`config.mk`:
```
export PLATFORM = sky130hd
export DESIGN_NAME = imsic_msi_decoder_flat
export DESIGN_NICKNAME = d
export VERILOG_FILES = /design/src/rtl/imsic_msi_decoder_pkg.sv /design/src/rtl/imsic_msi_decoder_if.sv /design/src/rtl/imsic_msi_decoder_fifo.sv /design/src/rtl/imsic_msi_decoder.sv /design/src/flat_wrapper.sv
export SDC_FILE = /design/constraint.sdc
export NUM_CORES = 1
export LEC_CHECK = 0
export CAP_MARGIN = 40
export CORE_MARGIN = 4
export CORE_UTILIZATION = 53
export DETAILED_ROUTE_END_ITERATION = 12
export GPL_ROUTABILITY_DRIVEN = 0
export GPL_TIMING_DRIVEN = 0
export PLACE_DENSITY = 0.91
export SLEW_MARGIN = 30
export SYNTH_ARGS = -nofsm -noshare
export SYNTH_HDL_FRONTEND = slang
export SYNTH_SLANG_ARGS = --single-unit
export TNS_END_PERCENT = 100
```
`constraint.sdc`:
```
create_clock -name i_clk -period 7.67 [get_ports i_clk]
set_input_delay 1.9175 -clock i_clk [delete_from_list [all_inputs] [get_ports i_clk]]
set_output_delay 1.9175 -clock i_clk [all_outputs]
set_load 0.01 [all_outputs]
```
`src/rtl/imsic_msi_decoder_pkg.sv`:
```
// Shared types and constants for the IMSIC MSI decoder.
package imsic_msi_decoder_pkg;

  // Page offsets of the two setipnum registers inside each interrupt-file page.
  localparam logic [11:0] SetEipnumLeOff = 12'h000;
  localparam logic [11:0] SetEipnumBeOff = 12'h004;

  // Entry field widths are fixed upper bounds; the decoder truncates into them.
  localparam int unsigned EntryHartW = 8;
  localparam int unsigned EntryFileW = 6;
  localparam int unsigned EntryIdW   = 11;

  typedef struct packed {
    logic [EntryHartW-1:0] hart;
    logic [EntryFileW-1:0] file;
    logic [EntryIdW-1:0]   id;
  } imsic_msi_entry_t;

  // Bits of S-range page index that select the file within a hart group.
  function automatic int unsigned sgroup_w(input int unsigned nr_files);
    if (nr_files <= 2) return 1;
    return $clog2(nr_files - 1);
  endfunction

endpackage

```
`src/rtl/imsic_msi_decoder_if.sv`:
```
// Simple valid/ready MSI write port from the bus protocol converter.
interface imsic_msi_decoder_if #(
  parameter int unsigned AddrW = 32,
  parameter int unsigned DataW = 32
);
  logic               wr_valid;
  logic               wr_ready;
  logic [AddrW-1:0]   wr_addr;
  logic [DataW-1:0]   wr_data;
  logic [DataW/8-1:0] wr_be;
  logic               wr_err;

  modport master (
    output wr_valid, wr_addr, wr_data, wr_be,
    input  wr_ready, wr_err
  );

  modport slave (
    input  wr_valid, wr_addr, wr_data, wr_be,
    output wr_ready, wr_err
  );
endinterface

```
`src/rtl/imsic_msi_decoder_fifo.sv`:
```
// Generic entry FIFO; Depth must be a power of two so pointers wrap naturally.
module imsic_msi_decoder_fifo #(
  parameter int unsigned Width = 8,
  parameter int unsigned Depth = 4
) (
  input  logic             clk_i,
  input  logic             rst_ni,
  input  logic             push_i,
  input  logic [Width-1:0] wdata_i,
  input  logic             pop_i,
  output logic [Width-1:0] rdata_o,
  output logic             full_o,
  output logic             empty_o
);
  localparam int unsigned PtrW = $clog2(Depth);
  localparam int unsigned CntW = PtrW + 1;

  logic [Width-1:0] mem_q [Depth];
  logic [PtrW-1:0]  wr_ptr_q, rd_ptr_q;
  logic [CntW-1:0]  cnt_q;
  logic             push_ok, pop_ok;

  assign full_o  = (cnt_q == CntW'(Depth));
  assign empty_o = (cnt_q == '0);
  assign push_ok = push_i && !full_o;
  assign pop_ok  = pop_i && !empty_o;
  assign rdata_o = mem_q[rd_ptr_q];

  // Pointer and occupancy state.
  always_ff @(posedge clk_i or negedge rst_ni) begin
    if (!rst_ni) begin
      wr_ptr_q <= '0;
      rd_ptr_q <= '0;
      cnt_q    <= '0;
    end else begin
      if (push_ok) wr_ptr_q <= wr_ptr_q + PtrW'(1);
      if (pop_ok)  rd_ptr_q <= rd_ptr_q + PtrW'(1);
      if (push_ok && !pop_ok)      cnt_q <= cnt_q + CntW'(1);
      else if (!push_ok && pop_ok) cnt_q <= cnt_q - CntW'(1);
    end
  end

  // Storage; contents are don't-care while the slot is not occupied.
  always_ff @(posedge clk_i) begin
    if (push_ok) mem_q[wr_ptr_q] <= wdata_i;
  end

endmodule

```
`src/rtl/imsic_msi_decoder.sv`:
```
// Decodes MSI writes into per-hart, per-file setipnum strobes via a small FIFO.
module imsic_msi_decoder
  import imsic_msi_decoder_pkg::*;
#(
  parameter int unsigned NrHarts     = 4,
  parameter int unsigned NrInptFiles = 3,
  parameter int unsigned NrSources   = 64,
  parameter int unsigned AddrW       = 32,
  parameter int unsigned DataW       = 32,
  parameter int unsigned FifoDepth   = 4,
  parameter logic [AddrW-1:0] MBaseAddr = AddrW'(32'h2400_0000),
  parameter logic [AddrW-1:0] SBaseAddr = AddrW'(32'h2800_0000),
  localparam int unsigned NrSourcesW = $clog2(NrSources)
) (
  input  logic                                              i_clk,
  input  logic                                              ni_rst,
  imsic_msi_decoder_if.slave                                wr,
  input  logic [NrHarts-1:0]                                i_hart_ready,
  output logic [NrHarts-1:0][NrInptFiles-1:0][NrSourcesW-1:0] o_setipnum,
  output logic [NrHarts-1:0][NrInptFiles-1:0]               o_setipnum_we,
  output logic [15:0]                                       o_drop_cnt,
  input  logic                                              i_drop_cnt_clr
);
  localparam int unsigned SGroupW = sgroup_w(NrInptFiles);
  localparam int unsigned PageW   = AddrW - 12;
  localparam logic [PageW-1:0] FileMask = PageW'((1 << SGroupW) - 1);

  logic [31:0]      word, id;
  logic [3:0]       be4;
  logic [PageW-1:0] m_page, s_page, hart_full, file_full;
  logic             in_m, in_s, off_le, off_be, addr_ok, id_ok;
  logic             accept, push, pop, drop, hart_sel;
  logic             full, empty;
  imsic_msi_entry_t push_entry, head;

  logic [NrHarts-1:0][NrInptFiles-1:0][NrSourcesW-1:0] setipnum_d, setipnum_q;
  logic [NrHarts-1:0][NrInptFiles-1:0]                 we_d, we_q;
  logic                                                err_q;
  logic [15:0]                                         drop_cnt_q;

  // 64-bit bus: addr[2] picks the 32-bit lane holding the register.
  if (DataW == 64) begin : g_lane64
    assign word = wr.wr_addr[2] ? wr.wr_data[DataW-1 -: 32] : wr.wr_data[31:0];
    assign be4  = wr.wr_addr[2] ? wr.wr_be[DataW/8-1 -: 4] : wr.wr_be[3:0];
  end else begin : g_lane32
    assign word = wr.wr_data;
    assign be4  = wr.wr_be;
  end

  // Address decode and validation of the incoming write.
  always_comb begin
    m_page    = PageW'((wr.wr_addr - MBaseAddr) >> 12);
    s_page    = PageW'((wr.wr_addr - SBaseAddr) >> 12);
    in_m      = (wr.wr_addr >= MBaseAddr) && (m_page < PageW'(NrHarts));
    in_s      = (wr.wr_addr >= SBaseAddr) && (s_page < PageW'(NrHarts << SGroupW));
    hart_full = '0;
    file_full = '0;
    if (in_m) begin
      hart_full = m_page;
    end else if (in_s) begin
      hart_full = s_page >> SGroupW;
      file_full = (s_page & FileMask) + PageW'(1);
    end
    off_le  = (wr.wr_addr[11:0] == SetEipnumLeOff);
    off_be  = (wr.wr_addr[11:0] == SetEipnumBeOff);
    addr_ok = (in_m || in_s) && (hart_full < PageW'(NrHarts)) &&
              (file_full < PageW'(NrInptFiles)) && (off_le || off_be) && (be4 == 4'hF);
    id      = off_be ? {word[7:0], word[15:8], word[23:16], word[31:24]} : word;
    id_ok   = (id != '0) && (id < 32'(NrSources));
  end

  assign wr.wr_ready = !full;
  assign accept      = wr.wr_valid && wr.wr_ready;
  assign push        = accept && addr_ok && id_ok;
  assign drop        = accept && !(addr_ok && id_ok);

  // Pack the decoded write into a FIFO entry.
  always_comb begin
    push_entry      = '0;
    push_entry.hart = EntryHartW'(hart_full);
    push_entry.file = EntryFileW'(file_full);
    push_entry.id   = EntryIdW'(id);
  end

  imsic_msi_decoder_fifo #(
    .Width ($bits(imsic_msi_entry_t)),
    .Depth (FifoDepth)
  ) u_fifo (
    .clk_i   (i_clk),
    .rst_ni  (ni_rst),
    .push_i  (push),
    .wdata_i (push_entry),
    .pop_i   (pop),
    .rdata_o (head),
    .full_o  (full),
    .empty_o (empty)
  );

  // Pop when the head's hart is ready; head-of-line blocks everything behind it.
  always_comb begin
    hart_sel   = 1'b0;
    setipnum_d = '0;
    we_d       = '0;
    for (int unsigned h = 0; h < NrHarts; h++) begin
      if (head.hart == EntryHartW'(h)) hart_sel = i_hart_ready[h];
    end
    pop = !empty && hart_sel;
    for (int unsigned h = 0; h < NrHarts; h++) begin
      for (int unsigned f = 0; f < NrInptFiles; f++) begin
        if (pop && head.hart == EntryHartW'(h) && head.file == EntryFileW'(f)) begin
          we_d[h][f]       = 1'b1;
          setipnum_d[h][f] = NrSourcesW'(head.id);
        end
      end
    end
  end

  // Output register, error pulse and saturating drop counter.
  always_ff @(posedge i_clk or negedge ni_rst) begin
    if (!ni_rst) begin
      setipnum_q <= '0;
      we_q       <= '0;
      err_q      <= 1'b0;
      drop_cnt_q <= '0;
    end else begin
      setipnum_q <= setipnum_d;
      we_q       <= we_d;
      err_q      <= accept && !addr_ok;
      if (i_drop_cnt_clr)                     drop_cnt_q <= '0;
      else if (drop && drop_cnt_q != 16'hFFFF) drop_cnt_q <= drop_cnt_q + 16'd1;
    end
  end

  assign o_setipnum    = setipnum_q;
  assign o_setipnum_we = we_q;
  assign o_drop_cnt    = drop_cnt_q;
  assign wr.wr_err     = err_q;

endmodule

```
`src/flat_wrapper.sv`:
```
// flat-port wrapper written by rule: the top's interface ports become plain ports
module imsic_msi_decoder_flat import imsic_msi_decoder_pkg::*;
#(
  parameter int unsigned NrHarts     = 4,
  parameter int unsigned NrInptFiles = 3,
  parameter int unsigned NrSources   = 64,
  parameter int unsigned AddrW       = 32,
  parameter int unsigned DataW       = 32,
  parameter int unsigned FifoDepth   = 4,
  parameter logic [AddrW-1:0] MBaseAddr = AddrW'(32'h2400_0000),
  parameter logic [AddrW-1:0] SBaseAddr = AddrW'(32'h2800_0000),
  localparam int unsigned NrSourcesW = $clog2(NrSources)
)
  (i_clk, ni_rst, i_hart_ready, o_setipnum, o_setipnum_we, o_drop_cnt, i_drop_cnt_clr, wr_wr_valid, wr_wr_addr, wr_wr_data, wr_wr_be, wr_wr_ready, wr_wr_err);
  imsic_msi_decoder_if #(.AddrW(AddrW), .DataW(DataW)) wr_i ();
  input  logic i_clk;
  input  logic ni_rst;
  input  logic [NrHarts-1:0] i_hart_ready;
  output logic [NrHarts-1:0][NrInptFiles-1:0][NrSourcesW-1:0] o_setipnum;
  output logic [NrHarts-1:0][NrInptFiles-1:0] o_setipnum_we;
  output logic [15:0] o_drop_cnt;
  input  logic i_drop_cnt_clr;
  input wire logic [$bits(wr_i.wr_valid)-1:0] wr_wr_valid;
  input wire logic [$bits(wr_i.wr_addr)-1:0] wr_wr_addr;
  input wire logic [$bits(wr_i.wr_data)-1:0] wr_wr_data;
  input wire logic [$bits(wr_i.wr_be)-1:0] wr_wr_be;
  output wire logic [$bits(wr_i.wr_ready)-1:0] wr_wr_ready;
  output wire logic [$bits(wr_i.wr_err)-1:0] wr_wr_err;
  assign wr_i.wr_valid = wr_wr_valid;
  assign wr_i.wr_addr = wr_wr_addr;
  assign wr_i.wr_data = wr_wr_data;
  assign wr_i.wr_be = wr_wr_be;
  assign wr_wr_ready = wr_i.wr_ready;
  assign wr_wr_err = wr_i.wr_err;
  imsic_msi_decoder #(.NrHarts(NrHarts), .NrInptFiles(NrInptFiles), .NrSources(NrSources), .AddrW(AddrW), .DataW(DataW), .FifoDepth(FifoDepth), .MBaseAddr(MBaseAddr), .SBaseAddr(SBaseAddr)) u_core (.i_clk(i_clk), .ni_rst(ni_rst), .wr(wr_i), .i_hart_ready(i_hart_ready), .o_setipnum(o_setipnum), .o_setipnum_we(o_setipnum_we), .o_drop_cnt(o_drop_cnt), .i_drop_cnt_clr(i_drop_cnt_clr));
endmodule
```
==> impl_metrics.tcl <==
set metrics [dict create \
    timing.max_cap.violations 0 \
    vias_per_cell 5.42 \
    timing.rr.end "u_core.u_fifo.cnt_q[1]" \
    syn_nets 605 \
    io_buffers 177 \
    synth_cell_type_count 55 \
    power_density_nw_per_um2 199 \
    peakVddDrop_uv 148 \
    finalWorstSetupSlack_ns 2.36 \
    fin_skew_ns 0.00816 \
    crit_start "wr_wr_addr[27]" \
    synth_enable_flop_cells 64 \
    clkTransAtPathRegs_ns 0.06 \
    grt_start_max_net_pins 66 \
    critical_path_class "in2reg" \
    rr_worst_depth 11 \
    synth_top_area_share_pct 38.5 \
    std_cell_rows 41 \
    wire_per_inst_um 18.4 \
    grt_pass1_vias 5096 \
    rrSetupSlack_ns 4.49 \
    path_max_fanout 7 \
    netlist_area_um2 7010 \
    synth.avg_cell_area_um2 13.6 \
    setup_violations 0 \
    met3_length_um 1390 \
    drt_iter0_markers 296 \
    cp_slowest_cell "clkdlybuf4s50_1" \
    status "finished, final reports clean" \
    hpwlAfterDp_um 11700 \
    crit_required_ns 8.02 \
    cts_hold_buf 0 \
    io_pins 178 \
    post-cts-setup-buffers 0 \
    yosys-top-cells-count "dfrtp_1, nor2_1, edfxtp_1, and2_1, nand2_1" \
    grt_usage_pct 22.8 \
    crit_buf_inv 3 \
    arrival_ns 5.66 \
    hold_ws_ns 0.492 \
    grt_antenna_before_repair 0 \
    dieArea_um2 15100 \
    critical_path_cell_count 14 \
    synth_ff_type "dfrtp_1" \
    grt_overflow 0 \
    ant_nets 0 \
    synth.area.top_cells "dfrtp_1, edfxtp_1, nor2_1, and2_1, mux4_2" \
    period_minus_slack_ns 5.31 \
    fmax_mhz 188 \
    layout-drive-gt1-share_pct 10.6 \
    wl_met2_um 8570 \
    synth_most_common_cell "dfrtp_1" \
    startpoint_type "primary input" \
    cts_tree "yes" \
    crit_chain "clkdlybuf4s50_1, inv_1, ha_1, nor4b_1, o21ai_0, a221oi_4, a41oi_4, nor4_4, ha_1, inv_1, fa_1, xor2_1, nor2_1, xor2_1" \
    initial_core_util_pct 54.9 \
    cp_top_family "adder cells" \
    worst_pin_slew_ns 0.795 \
    core_area_um2 12800 \
    tns_ns 0 \
    ys_ff_latch 172 \
    clock-sinks 172 \
    relSlewSlack_pct 47.0 \
    synth-async-reset-ratio_pct 62.8 \
    totalWireLength_um 16600 \
    syn2layout_area_growth_pct 37.8 \
    hp-class "reg2reg" \
    hold_depth 1 \
    slowest_delay_ns 0.63 \
    dp_slack_ns 1.92 \
    p_leak_uw 0.00372 \
    cts_buffers 17 \
    drc 0 \
    synth_area_leader_cell "dfrtp_1" \
    rsz0062_at_grt "false" \
    r2r-start "u_core.u_fifo.rd_ptr_q[0]" \
    clock_path_buffers 2 \
    root_buffer "clkbuf_16" \
    insertedDiodeCount 0 \
    critPathCapture "u_core.u_fifo.cnt_q[2]" \
    synthCells 516 \
    drt-met1-wl_um 6360 \
    cp-end-kind "flop" \
    drv_slew 0 \
    min_period_over_period_pct 69.2 \
    final_net_count 803 \
    ys_seq_area_share_pct 65.9 \
    die_h_um 123 \
    hold_violations 0 \
    clk_latency_ns 0.43 \
    dr.pass1.iters 5 \
    cts.repair.resized 0 \
    highest_layer "met4" \
    h-tree-depth 4 \
    yosysWarnings 0 \
    vias 4869 \
    fp.dieW_um 123 \
    grt_pass1_wl_um 25800 \
]
==> area by class of cell <==
| cell class | instances | area, µm² |
|---|---|---|
| clock inverters | 12 | 156 |
| repair buffers | 179 | 1810 |
| clock buffers | 20 | 469 |
| fillers | 731 | 3110 |
| flip-flops and latches | 172 | 4620 |
| inverters | 12 | 45.0 |
| plain buffers | 13 | 82.6 |
| multi-input cells | 319 | 2260 |
| well taps | 172 | 215 |
==> sequential cells by signal, summed over array words and instances (netlist names) <==
| register | cells |
|---|---|
| u_core.o_setipnum | 72 |
| u_core.u_fifo.mem_q | 64 |
| u_core.o_drop_cnt | 16 |
| u_core.o_setipnum_we | 12 |
| u_core.u_fifo.cnt_q | 3 |
| u_core.u_fifo.rd_ptr_q | 2 |
| u_core.u_fifo.wr_ptr_q | 2 |
| u_core.wr.wr_err | 1 |
==> power breakdown <==
part / switching, µW / internal (µW)
Clock: 350 / 544
Combinational: 34.8 / 45.3
Sequential: 1.02 / 952
==> cells in the final DEF (no fill, tap or decap), drive strengths merged, types with 4 or more instances in the layout <==
master,synthesis,final
clkdlybuf4s50,0,176
xnor2,4,4
nand2b,4,4
a21oi,7,7
nor3,7,7
o21ai,8,8
clkinv,0,4
nor2,82,82
or2,4,4
nand2,31,31
inv,12,15
or4,6,6
ha,12,12
buf,7,10
and2,34,34
edfxtp,64,64
nor3b,4,4
nand3,7,7
nor2b,20,20
nand4,7,7
mux2,17,17
dfrtp,108,108
clkbuf,6,26
or3,6,6
nor4,16,16
mux4,10,10
==> logic make-up (layout without fill, tap and decap cells) <==
logic type	after synthesis	in the layout	share of synthesized area, %
simple gates	241	241	19.2
buf+inv	25	236	1.82
flops	172	172	65.9
fa+ha+maj	13	13	2.43
mux	29	29	6.33
compound gates	29	29	3.44
xor+xnor	7	7	0.874
==> how the worst min path moves through the flow <==
| stage | from | slack, ns | endpoint |
|---|---|---|---|
| 2_1_floorplan | u_core.u_fifo.cnt_q[2] | 0.46 | u_core.u_fifo.cnt_q[2] |
| 4_1_cts | u_core.u_fifo.cnt_q[2] | 0.50 | u_core.u_fifo.cnt_q[2] |
| 5_1_grt | u_core.u_fifo.cnt_q[2] | 0.52 | u_core.u_fifo.cnt_q[2] |
| 3_5_place_dp | u_core.u_fifo.cnt_q[2] | 0.48 | u_core.u_fifo.cnt_q[2] |
| 3_3_place_gp | u_core.u_fifo.cnt_q[2] | 0.48 | u_core.u_fifo.cnt_q[2] |
| 6_report | u_core.u_fifo.cnt_q[2] | 0.49 | u_core.u_fifo.cnt_q[2] |
==> per-layer routing <==
metal / vias up / GRT usage, %
met4: 0 / 7.61
met2: 252 / 40.2
met3: 23 / 7.41
li1: 2221 / -
met1: 2373 / 26.5
met5: - / 0
==> through the flow <==
stage / instance area [µm²] / power, µW / cells / utilization [%]
2_1_floorplan: 7010 / 989 / 516 / -
3_3_place_gp: 9000 / 1050 / 865 / 70.5
3_5_place_dp: 9030 / 1050 / 866 / 70.7
4_1_cts: 9650 / 1930 / 898 / 75.6
5_1_grt: 9670 / 1980 / 899 / 75.7
6_report: 9670 / 1930 / 899 / 75.7
No activity file was read; power rests on OpenSTA's default activity.
